--- config.mk ---
export PLATFORM = sky130hd
export DESIGN_NAME = rename_map_table
export DESIGN_NICKNAME = d
export VERILOG_FILES = /design/src/rtl/sys_defs.sv /design/src/rtl/map_lookup_port.sv /design/src/rtl/rename_map_table.sv
export SDC_FILE = /design/constraint.sdc
export NUM_CORES = 1
export LEC_CHECK = 0
export ABC_CLOCK_PERIOD_IN_PS = 16700
export CAP_MARGIN = 5
export CORE_AREA = 2 2 322 324
export DETAILED_ROUTE_END_ITERATION = 16
export DIE_AREA = 0 0 324 326
export PLACE_DENSITY = 0.39
export SETUP_SLACK_MARGIN = 0.1
export SYNTH_ARGS = -nofsm -noshare
export SYNTH_HDL_FRONTEND = slang
export SYNTH_SLANG_ARGS = --single-unit
--- constraint.sdc ---
create_clock -name clock -period 16.7 [get_ports clock]
set_clock_uncertainty 0.15 [all_clocks]
set_input_delay 3.34 -clock clock [delete_from_list [all_inputs] [get_ports clock]]
set_output_delay 3.34 -clock clock [all_outputs]
set_load 0.03 [all_outputs]
--- src/rtl/sys_defs.sv ---
// Shared register-file definitions for the rename stage: register counts,
// tag/index types and the no-destination tag used by the free list.
package sys_defs;

  localparam int NUM_ARCH_REG = 32;
  localparam int NUM_PHYS_REG = 64;
  localparam int PR_W         = $clog2(NUM_PHYS_REG);
  localparam int AR_W         = $clog2(NUM_ARCH_REG);

  typedef logic [PR_W-1:0] PHYS_REG;
  typedef logic [AR_W-1:0] ARCH_REG;

  localparam PHYS_REG ZERO_TAG = '1;

endpackage

--- src/rtl/map_lookup_port.sv ---
// One source-operand read port of the rename map: tag lookup plus ready bit
// with a same-cycle bypass from the completion broadcast. r0 is always tag 0, ready.
module map_lookup_port
  import sys_defs::*;
(
  input  ARCH_REG                 src_arch,
  input  PHYS_REG                 map_q [NUM_ARCH_REG],
  input  logic [NUM_ARCH_REG-1:0] ready_q,
  input  logic                    cdb_valid,
  input  PHYS_REG                 cdb_tag,
  output PHYS_REG                 src_tag,
  output logic                    src_ready
);

  PHYS_REG mapped;
  logic    is_r0;

  assign mapped    = map_q[src_arch];
  assign is_r0     = (src_arch == '0);
  assign src_tag   = is_r0 ? '0 : mapped;
  assign src_ready = is_r0 | ready_q[src_arch] | (cdb_valid & (cdb_tag == mapped));

endmodule

--- src/rtl/rename_map_table.sv ---
// Speculative and committed arch-to-phys rename maps with per-entry ready bits.
// Optional MT_DEBUG_EN exposes the raw map state on extra output ports.
module rename_map_table
  import sys_defs::*;
(
  input  logic    clock,
  input  logic    reset,
  input  logic    dispatch_en,
  input  logic    id_no_dest_reg,
  input  ARCH_REG dest_arch,
  input  PHYS_REG free_reg,
  input  ARCH_REG src1_arch,
  input  ARCH_REG src2_arch,
  output PHYS_REG src1_tag,
  output PHYS_REG src2_tag,
  output logic    src1_ready,
  output logic    src2_ready,
  output PHYS_REG T_old,
  output PHYS_REG T_new,
  input  logic    cdb_valid,
  input  PHYS_REG cdb_tag,
  input  logic    retire_en,
  input  ARCH_REG retire_arch,
  input  PHYS_REG retire_T_new,
`ifdef MT_DEBUG_EN
  output PHYS_REG                 map_out      [NUM_ARCH_REG],
  output PHYS_REG                 arch_map_out [NUM_ARCH_REG],
  output logic [NUM_ARCH_REG-1:0] ready_out,
`endif
  input  logic    branch_incorrect
);

  PHYS_REG                 map_q  [NUM_ARCH_REG];
  PHYS_REG                 map_d  [NUM_ARCH_REG];
  PHYS_REG                 arch_q [NUM_ARCH_REG];
  PHYS_REG                 arch_d [NUM_ARCH_REG];
  logic [NUM_ARCH_REG-1:0] ready_q;
  logic [NUM_ARCH_REG-1:0] ready_d;
  logic                    rename;

  assign rename = dispatch_en & ~id_no_dest_reg & (dest_arch != '0);
  assign T_old  = rename ? map_q[dest_arch] : ZERO_TAG;
  assign T_new  = rename ? free_reg         : ZERO_TAG;

  map_lookup_port u_src1 (
    .src_arch  (src1_arch),
    .map_q     (map_q),
    .ready_q   (ready_q),
    .cdb_valid (cdb_valid),
    .cdb_tag   (cdb_tag),
    .src_tag   (src1_tag),
    .src_ready (src1_ready)
  );

  map_lookup_port u_src2 (
    .src_arch  (src2_arch),
    .map_q     (map_q),
    .ready_q   (ready_q),
    .cdb_valid (cdb_valid),
    .cdb_tag   (cdb_tag),
    .src_tag   (src2_tag),
    .src_ready (src2_ready)
  );

  // Recovery copies the committed map *after* this cycle's retire, so the
  // retire update is folded into arch_d before the mispredict mux.
  // NOTE: combinational next-state uses blocking '=' with every output defaulted
  // first, so later statements can override earlier ones and no latch is inferred.
  always_comb begin
    arch_d = arch_q;
    if (retire_en && (retire_arch != '0)) arch_d[retire_arch] = retire_T_new;

    map_d   = map_q;
    ready_d = ready_q;
    if (branch_incorrect) begin
      map_d   = arch_d;
      ready_d = '1;
    end else begin
      if (cdb_valid) begin
        for (int i = 0; i < NUM_ARCH_REG; i++) begin
          if (map_q[i] == cdb_tag) ready_d[i] = 1'b1;
        end
      end
      if (rename) begin
        map_d[dest_arch]   = free_reg;
        ready_d[dest_arch] = 1'b0;
      end
    end
  end

  // NOTE: these maps are architectural state, not a RAM, so every entry is reset
  // to the identity mapping; state registers use non-blocking '<=' only.
  always_ff @(posedge clock or posedge reset) begin
    if (reset) begin
      for (int i = 0; i < NUM_ARCH_REG; i++) begin
        map_q[i]  <= PHYS_REG'(i);
        arch_q[i] <= PHYS_REG'(i);
      end
      ready_q <= '1;
    end else begin
      map_q   <= map_d;
      arch_q  <= arch_d;
      ready_q <= ready_d;
    end
  end

`ifdef MT_DEBUG_EN
  assign map_out      = map_q;
  assign arch_map_out = arch_q;
  assign ready_out    = ready_q;
`endif

endmodule

Yosys cells after proc, flatten, opt, wreduce, memory -nomap -nowiden
Index checks and enable logic that the tools add are counted.
{ "op_classes": {"order_cmp": 10, "eq_ne": 34, "muxes": 64, "bitwise": 15, "n_reduce_logical": 9} }
{ "ops": {"columns": ["operator", "n"], "rows": [
  ["$mux W192", 3],
  ["$bwmux W192", 2],
  ["$eq A6 B6 Y1", 34],
  ["$mux W32", 4],
  ["$bmux W6 S5", 3],
  ["$mux W6", 12],
  ["$demux W6 S5", 2],
  ["$mux W1", 35],
  ["$and A32 B32 Y32", 1],
  ["$not A32 Y32", 1],
  ["$ge A6 B6 Y1 const B", 4],
  ["$not A5 Y6", 4],
  ["$lt A5 B6 Y1 const B", 3],
  ["$lt A6 B1 Y1 const B", 2],
  ["$bmux W1 S5", 2],
  ["$logic_not A5 Y1", 2],
  ["$reduce_bool A5 Y1", 2],
  ["$demux W1 S5", 1],
  ["$ge A5 B1 Y1 const B", 1],
  ["$and A1 B1 Y1", 4],
  ["$logic_and A1 B1 Y1", 4],
  ["$or A1 B1 Y1", 4],
  ["$reduce_bool A2 Y1", 1],
  ["$not A1 Y1", 1]
]} }
{ "totals": {"reg_bits": 416, "in_bits": 45, "out_inout_bits": 26, "word_cells": 197} }

Depth between registers and ports, before layout
Gate-level depths: netlist (run 1).
{ "logic_depth": {"ltp_word": 8, "mapped_depth": 11} }

By module
From an unflattened synthesis (run 1), not the netlist that was laid out.
{ "unflattened": {"cells_unflattened": 2174, "hier_area_um2": 26471.6} }
{ "by_module_without_submodules": {"columns": ["mod", "n_inst", "cells_each", "area_each_um2", "seq_area_each_um2"], "rows": [
  ["rename_map_table", 1, 1810, 22375.2, 10650.2],
  ["map_lookup_port", 2, 182, 2048.2, 0.0]
]} }

Worst setup path after synthesis (run 1)
Ideal clock, no wire load.
{ "synth_path": {"path_kind": "input to output", "from": "in src2_arch[1]", "to": "out src2_ready", "arrival_time_ps": 6152, "t_required_ps": 13210, "slack_ps": 7058, "cell_stages": 9, "cell_sequence": "buf_2 buf_2 buf_2 buf_2 mux4_2 a22oi_1 nand4_1 xor2_1 o41ai_1"} }
{ "synth_via": {"elab_chain_len": 7, "word_cells_on_any_way": 11, "cone_classes": "eq/ne (1); mux (5); bitwise (4); reduce/logical (1)"} }
{ "synth_rtl": {"columns": ["element", "line_no", "source"], "rows": [
  ["start, declared", "rename_map_table.sv:13", "input ARCH_REG src2_arch,"],
  ["$not A5 Y6 (not written as such)", "map_lookup_port.sv:18", "assign mapped = map_q[src_arch];"],
  ["$bmux W6 S5", "map_lookup_port.sv:18", null],
  ["$mux W6 (not written as such) (2 in series)", "map_lookup_port.sv:18", null],
  ["$eq A6 B6 Y1", "map_lookup_port.sv:21", "assign src_ready = is_r0 | ready_q[src_arch] | (cdb_valid & (cdb_tag == mapped));"],
  ["$and A1 B1 Y1", "map_lookup_port.sv:21", null],
  ["$or A1 B1 Y1 *", "map_lookup_port.sv:21", null],
  ["end, declared", "rename_map_table.sv:17", "output logic src2_ready,"]
]} }
Mark *: on every way between the ends. The rest lies on a longest branch, timed or not. The select of a mux whose other input is x is not followed.

Final worst setup path (run 1)
Ends and elaborated chain as after synthesis.

==> qor.csv, run 1 <==
stage,metric,value,unit
status,status,"finished, final reports clean",
final_layout,syn2layout_area_growth,14.5,%
final_layout,fillCellCount,10600,
clock_tree,cts_max_level,2,
clock_tree,cts_buffers,50,
synthesis,mappedNetlistArea,0.0253,mm^2
global_routing,overflow,0,
final_layout,final_util,28.2,%
route,wl,109000,um
synthesis,synth_ff_type,dfrtp_1,
clock_tree,cts_sinks,416,
route,first_pass_iters,5,
job,cap_violations,0,
route,via_per_inst,5.25,
synthesis,ys_warn_count,0,
sta,timing.fmax,0.0889,GHz
synthesis,synth_fp_nets,2282,
synthesis,synth_most_common_cell,mux2i_1,
final_layout,drive_gt1_share,30.0,%
clock_tree,root_buffer,clkbuf_16,
critical_path,worst-path-max-fanout,43,
clock_tree,ctsResizeCount,0,
floorplanning,die_h,326,um
final_layout,nets,2257,
floorplanning,core_area,0.103,mm^2
synthesis,synth_cells,2237,
place,placed_cells_incl_taps,3540,
sta,hold_viol_final,0,
synthesis,syn_avg_cell_area,11.3,um^2
sta,fin_crit,11.25,ns
synthesis,synth_top_area_cell,dfrtp_1,
synthesis,synth_area_leaders,"dfrtp_1 (22%), dfstp_2 (20%), mux4_2 (11%)",
clock_tree,clock_latency,0.60,ns
global_routing,grt_first_pass_wirelength,156000,um
critical_path,arrival,7.76,ns
final_layout,instances_no_fill,3635,
global_routing,antenna_found_initial,6,
critical_path,end_kind,output port,
synthesis,async_reset_ff_share,100,%
clock_tree,hold_buffers,0,
sta,drv_slew,0,
global_routing,grt_pass1_vias,19900,
synthesis,synth_cell_types,64,
critical_path,crit_required,13.21,ns
sta,fin_crit_sh,67.4,%
place,routabilityCongestion,0.942,
sta,rsz0062_at_grt,false,
floorplanning,start_util,24.7,%
route,num_vias,19100,
floorplanning,die_area,0.106,mm^2
synthesis,yosysSeqAreaShare,42.1,%
place,io_buffers,70,
sta,finalSetupViolations,0,
synthesis,yosysTopAreaCellShare,22.1,%
synthesis,synth_enable_flop_cells,0,
synthesis,synth_seq_cells,416,
route,ant_nets,0,
place,dp.final_hpwl,75900,um
sta,tns,0,ns
clock_tree,clock_path_buffers,3,
floorplanning,num_rows,118,
global_routing,grt_use_total,20.6,%
clock_tree,clk_pin_slew,0.06,ns
global_routing,grt_max_degree,161,
pwr,peakVddDrop,0.0687,mV
place,dp_slack,5.46,ns
route,drc_errors,0,
sta,timing.final.ws_setup,5.45,ns
clock_tree,cts_tree,done,
pwr,p_per_area,117,mW/mm^2
critical_path,setup.worst_path.start_class,input pin,
route,detail_route.iter0.violations,1610,
critical_path,setup.worst_path.class,input pin to output port,
hold_path,worstHoldPathType,flip-flop to flip-flop,
sta,tightest_slew,1.12,ns
floorplanning,io_pins,71,
sta,slew-limit-headroom,25.4,%
synthesis,ys_top_cells_by_count,"mux2i_1 (270), nand2_1 (248), dfrtp_1 (224), o21ai_0 (211), mux2_2 (202)",
floorplanning,chipWidth,324,um
pwr,p_leak,11.6,nW
route,wl_per_cell,30.0,um
clock_tree,cts_post_setup_buffers_inserted,0,
==> routing by layer <==
metal | part of all wire (%) | track usage [%]
met5 | 0.033 | 0
met1 | 45 | 28.8
met4 | 2.8 | 5.72
met3 | 5.3 | 2.75
met2 | 47 | 33.1
==> critical path, cell delays in order <==
cell and delay [ns]:
buf_4 0.51, buf_4 0.67, mux4_2 0.57, mux2_2 0.29, nand3_1 0.09, and4_1 0.26, xor2_1 0.16, nand3_1 0.12
o41ai_1 0.84, clkdlybuf4s50_1 0.84
==> layout make-up <==
type | count | area [um^2] | area share (%)
Clock buffer | 69 | 1480 | 5.12
Tap cell | 1380 | 1730 | 5.96
Antenna cell | 2 | 5.00 | 0.0173
Timing Repair Buffer | 114 | 958 | 3.31
Clock inverter | 24 | 241 | 0.833
Inverter | 9 | 41.3 | 0.142
Multi-Input combinational cell | 1621 | 13900 | 47.9
Sequential cell | 416 | 10700 | 36.7
==> cell usage in the layout, fill, tap and decap left out, types with 7 or more instances in the layout <==
cell	instances
clkdlybuf4s50_1	52
nand3_1	27
xnor2_1	102
dfrtp_1	224
nor2_1	60
a22oi_1	22
nand2_1	248
a31oi_1	7
xor2_1	100
and3_1	8
o21ai_0	211
nand2b_1	28
a41oi_1	16
mux2i_1	270
clkbuf_16	51
mux4_2	124
nor4_1	32
clkinv_2	14
a21oi_1	12
buf_4	47
clkbuf_8	14
a221oi_1	10
mux2_2	202
nor2b_1	20
dfstp_2	192
o21bai_1	16
buf_2	14
nand4_1	21
==> final timing paths <==
kind,start,end,slack [ns],depth (start not counted)
setup reg to reg,map_q[21],ready_q[28],15.10,4
setup / recovery,src2_arch[1],src2_ready,5.45,10
hold / removal,arch_q[188],arch_q[188],0.22,0
max in group asynchronous,reset,map_q[47],10.90,4
min in group asynchronous,reset,arch_q[86],3.10,2
hold reg to reg,arch_q[188],arch_q[188],0.22,0
==> flip-flops by register name (all words and copies together), names as in the netlist <==
register  flops
arch_q      192
ready_q      32
map_q       192
==> per-stage QoR <==
stage               hold slack [ns]  area (um^2)  total power [mW]
CTS                           0.227        29000              3.41
floorplan                     0.274        25300              1.89
finish                        0.222        29000              3.38
detailed placement            0.214        27300              2.24
global placement              0.211        27300              2.23
global route                  0.232        29000              3.53
==> kinds of logic after synthesis <==
kind of cell              after synthesis  share of synthesized area, %
DFF                                   416                          42.1
xor gates and xnor gates              202                          6.99
buffers and inverters                 200                          3.15
AOI/OAI and AO/OA                     340                          8.17
and+or+nand+nor                       482                          8.87
muxes                                 597                          30.8
==> report_power, final <==
part           internal (mW)  switching [mW]
Combinational          0.344           0.413
Clock                  0.684           0.461
Sequential              1.24           0.239
(Power assumes the default switching activity.)
==> run 2, diff against run 1 <==
ABC_CLOCK_PERIOD_IN_PS = 11100   (was 16700)
clock period = 11.1 ns   (was 16.7 ns; I/O delays follow)
==> qor.csv, run 2 (synthesized netlist as in run 1, its figures left out) <==
stage,metric,value,unit
status,status,"finished, final reports clean",
critical_path,setup.worst_path.class,input pin to output port,
critical_path,arrival,6.86,ns
place,dp.final_hpwl,78300,um
clock_tree,ctsResizeCount,0,
sta,drv_slew,0,
hold_path,worstHoldPathType,flip-flop to flip-flop,
clock_tree,hold_buffers,0,
final_layout,final_cell_mix,"mux2i_1 (270), nand2_1 (248), dfrtp_1 (224), o21ai_0 (211), mux2_2 (202)",
floorplanning,io_pins,71,
pwr,clock_power_share,32.9,%
pwr,switching_share,33.6,%
global_routing,antenna_found_initial,10,
final_layout,post-route-cell-area,0.0289,mm^2
route,num_vias,19100,
critical_path,critPathSlowestCell,o41ai_1,
sta,tightest_slew,1.14,ns
pwr,combPwrFrac,22.8,%
clock_tree,clk_pin_slew,0.06,ns
sta,fin_crit,9.23,ns
final_layout,instances_no_fill,3634,
global_routing,grt_first_pass_wirelength,159000,um
final_layout,largestRegisters,"arch_q: 192 flops, map_q: 192 flops, ready_q: 32 flops",
pwr,peakVddDrop,0.104,mV
final_layout,drive_gt1_share,29.3,%
global_routing,grt_pass1_vias,19600,
place,place_area,0.0273,mm^2
critical_path,crit_chain,buf_4 -> buf_4 -> mux4_2 -> a22o_1 -> a311oi_1 -> nand3_1 -> xnor2_1 -> nand3_1 -> o41ai_1 -> clkdlybuf4s50_1,
critical_path,end_kind,output port,
floorplanning,num_rows,118,
clock_tree,cts_post_setup_buffers_inserted,0,
clock_tree,cts_max_level,2,
clock_tree,cts_tree,done,
critical_path,worst-path-max-fanout,62,
clock_tree,clock_latency,0.62,ns
global_routing,overflow,0,
pwr,p_per_area,174,mW/mm^2
floorplanning,die_h,326,um
pwr,p_leak,11.5,nW
clock_tree,cts_buffers,50,
pwr,switching_power,1.69,mW
place,io_buffers,70,
pwr,internal_power,3.34,mW
route,wl_per_cell,30.8,um
sta,slew-limit-headroom,24.3,%
place,routabilityCongestion,0.948,
route,ant_nets,0,
route,via_per_inst,5.26,
critical_path,setup.worst_path.start_class,input pin,
route,detail_route.iter0.violations,1847,
sta,timing.fmax,0.108,GHz
clock_tree,cts_sinks,416,
global_routing,grt_max_degree,152,
sta,tns,0,ns
final_layout,nets,2256,
sta,hold_viol_final,0,
final_layout,syn2layout_area_growth,14.1,%
route,drc_errors,0,
floorplanning,start_util,24.7,%
floorplanning,die_area,0.106,mm^2
global_routing,grt_use_total,21.2,%
critical_path,crit_required,8.73,ns
sta,rsz0062_at_grt,false,
clock_tree,clock_path_buffers,3,
route,wl,112000,um
route,first_pass_iters,5,
place,placed_cells_incl_taps,3539,
floorplanning,chipWidth,324,um
floorplanning,core_area,0.103,mm^2
pwr,pwr-share-seq,44.3,%
clock_tree,root_buffer,clkbuf_16,
critical_path,cpPeakStageDelay,0.92,ns
final_layout,final_common_cell,mux2i_1,
sta,finalSetupViolations,0,
job,cap_violations,0,
sta,fin_crit_sh,83.1,%
## run 2: layout make-up
type	instances	area (um^2)
multi-input combinational	1621	13900
sequential	416	10700
inverter	9	37.5
antenna	1	2.50
fill	10600	73700
timing repair buffer	113	968
clock inverter	17	168
clock buffer	77	1460
tap	1380	1730
## run 2: per-stage QoR
| stage | total power, mW | setup WS [ns] | hold WS (ns) | utilization [%] |
|---|---|---|---|---|
| final | 5.03 | 1.87 | 0.220 | 28.2 |
| after global routing | 5.25 | 1.86 | 0.239 | 28.2 |
| after CTS | 5.08 | 1.95 | 0.225 | 28.2 |
| after detailed placement | 3.39 | 1.97 | 0.212 | 26.6 |
| after global placement | 3.38 | 1.94 | 0.210 | 26.6 |
| after floorplan | 2.84 | 3.28 | 0.274 | - |
## run 2: power groups by stage
stage	sequential (mW)	clock, mW	combinational, mW
after floorplan	2.04	0	0.802
after global placement	2.25	0	1.13
after detailed placement	2.25	0	1.14
after CTS	2.23	1.71	1.15
after global routing	2.26	1.76	1.23
final	2.23	1.66	1.15
## run 2: path summary, 6_finish.rpt
kind                               end  cells past startpoint    startpoint  slack [ns]
max                         src2_ready                     10  src2_arch[1]        1.87
min                        arch_q[187]                      0   arch_q[187]        0.22
max reg2reg                 ready_q[9]                      5    map_q[132]        9.48
min reg2reg                arch_q[187]                      0   arch_q[187]        0.22
max in group asynchronous     map_q[5]                      4         reset        6.60
min in group asynchronous  arch_q[154]                      2         reset        1.97
## run 2: worst max-delay path, delay by kind of cell
kind / cells / cell delay (ns)
compound gates: 3 / 1.58
xor+xnor: 1 / 0.20
buf+inv: 3 / 2.04
mux: 1 / 0.36
simple gates: 2 / 0.31
## run 2: metal layers
| metal | vias to the layer above | GRT usage, % | part of all wire, % |
|---|---|---|---|
| met4 | 18 | 6.07 | 3.0 |
| met1 | 10300 | 29.8 | 46 |
| met5 | - | 0 | 0.099 |
| met3 | 158 | 2.93 | 4.8 |
| met2 | 592 | 33.7 | 46 |
| li1 | 8095 | - | - |
==> run 3, diff against run 2 <==
ABC_CLOCK_PERIOD_IN_PS = 7410   (was 11100)
PLACE_DENSITY = 0.4   (was 0.39)
clock period = 7.41 ns   (was 11.1 ns; I/O delays follow)
==> qor.csv, run 3 (synthesized netlist as in run 1, its figures left out) <==
stage,metric,value,unit
place,place_area,0.0274,mm^2
global_routing,use_met1,27.2,%
clock_tree,clock_latency,0.60,ns
critical_path,critPathSlowestCell,nor2_1,
critical_path,crit_buf_inv,2,
critical_path,cp.depth,7,
critical_path,critPathTopFamily,simple AND/OR/NAND/NOR gates,
pwr,p_per_area,258,mW/mm^2
critical_path,cpMostUsedCell,clkdlybuf4s50_1,
final_layout,syn2layout_area_growth,14.9,%
floorplanning,die_area,0.106,mm^2
global_routing,busiest_layer,met2,
global_routing,grt_first_pass_wirelength,152000,um
global_routing,grt_max_degree,207,
sta,fin_crit_sh,95.0,%
route,wl_per_cell,28.9,um
clock_tree,hold_buffers,0,
pwr,p_leak,11.6,nW
global_routing,overflow,0,
sta,fin_crit,7.04,ns
global_routing,grtUsageMet3,3.15,%
global_routing,grt_use_total,19.9,%
route,wl,106000,um
global_routing,antenna_found_initial,13,
critical_path,r2r_end,ready_q[31],
job,cap_violations,0,
place,dp.final_hpwl,74500,um
clock_tree,cts_post_setup_buffers_inserted,0,
route,ant_nets,0,
sta,timing.fmax,0.142,GHz
critical_path,worst-path-max-fanout,11,
route,first_pass_iters,6,
final_layout,drive_gt1_share,30.4,%
clock_tree,cts_max_level,2,
clock_tree,clock_path_buffers,3,
critical_path,setup.worst_path.class,input pin to output port,
floorplanning,io_pins,71,
clock_tree,cts_tree,done,
final_layout,post-route-cell-area,0.0291,mm^2
critical_path,worst-r2r-cell-count,4,
sta,slew-limit-headroom,11.5,%
route,num_vias,19000,
clock_tree,cts_buffers,49,
critical_path,setup.worst_path.start_class,input pin,
route,drc_errors,0,
floorplanning,die_h,326,um
global_routing,gr-usage-met2,32.3,%
clock_tree,root_buffer,clkbuf_16,
clock_tree,cts_sinks,416,
status,status,"finished, final reports clean",
sta,tns,0,ns
sta,rsz0062_at_grt,false,
sta,finalSetupViolations,0,
critical_path,r2r-start,map_q[3],
clock_tree,clk_pin_slew,0.06,ns
floorplanning,start_util,24.7,%
route,detail_route.iter0.violations,1635,
critical_path,crit_chain,clkdlybuf4s50_1 -> nor2_1 -> a22oi_1 -> a21oi_1 -> o2111ai_1 -> nor2b_1 -> clkdlybuf4s50_1,
sta,timing.final.ws_setup,0.371,ns
final_layout,final_common_cell,mux2i_1,
critical_path,critPathCapture,src2_tag[5],
route,via_per_inst,5.20,
final_layout,nets,2273,
place,io_buffers,70,
final_layout,fillCellCount,10600,
floorplanning,core_area,0.103,mm^2
sta,hold_viol_final,0,
sta,drv_slew,0,
critical_path,r2r_setup_slack,5.78,ns
critical_path,cpPeakStageDelay,1.21,ns
hold_path,worstHoldPathType,flip-flop to flip-flop,
final_layout,final_cell_mix,"mux2i_1 (270), nand2_1 (248), dfrtp_1 (224), o21ai_0 (211), mux2_2 (202)",
critical_path,cp-startpoint,src2_arch[3],
pwr,peakVddDrop,0.174,mV
floorplanning,chipWidth,324,um
clock_tree,ctsResizeCount,0,
critical_path,crit_required,5.78,ns
final_layout,largestRegisters,"arch_q: 192 flops, map_q: 192 flops, ready_q: 32 flops",
critical_path,end_kind,output port,
place,routabilityCongestion,0.956,
sta,tightest_slew,1.32,ns
place,dp_slack,0.497,ns
critical_path,arrival,5.41,ns
global_routing,grt_pass1_vias,19700,
floorplanning,num_rows,118,
## run 3: worst min path at each step
| stage | cells past startpoint | endpoint | from |
|---|---|---|---|
| global placement | 0 | arch_q[187] | arch_q[187] |
| global route | 0 | arch_q[186] | arch_q[186] |
| detailed placement | 0 | arch_q[189] | arch_q[189] |
| floorplan | 1 | arch_q[186] | arch_q[186] |
| finish | 0 | arch_q[189] | arch_q[189] |
| CTS | 0 | arch_q[189] | arch_q[189] |
## run 3: metrics by stage
step | power (mW) | std cells | hold WS [ns] | utilization [%]
after global placement | 4.99 | 3557 | 0.211 | 26.7
after floorplan | 4.26 | 2237 | 0.274 | -
after CTS | 7.58 | 3649 | 0.226 | 28.3
final | 7.49 | 3651 | 0.220 | 28.3
after detailed placement | 5.02 | 3557 | 0.212 | 26.7
after global routing | 7.84 | 3650 | 0.233 | 28.3
## run 3: per-layer routing
metal	wire length, um	vias to the layer above	part of all wire, %
met5	103	-	0.098
met3	5310	166	5.0
met2	49700	567	47
li1	-	8125	-
met4	3250	16	3.1
met1	47100	10100	45
## run 3: where the power goes
group,internal [mW],switching [mW]
logic,0.783,0.907
registers,2.79,0.511
clock network,1.48,1.02
## run 3: final cells by class
cell class                      instances  area (um^2)  share of cell area, %
Timing Repair Buffer                  131         1130                   3.90
Tap cell                             1380         1730                   5.94
Antenna cell                            2         5.00                 0.0172
Inverter                                9         37.5                  0.129
Multi-Input combinational cell       1621        13900                   47.7
Sequential cell                       416        10700                   36.6
Clock buffer                           80         1530                   5.24
Clock inverter                         12          130                  0.447
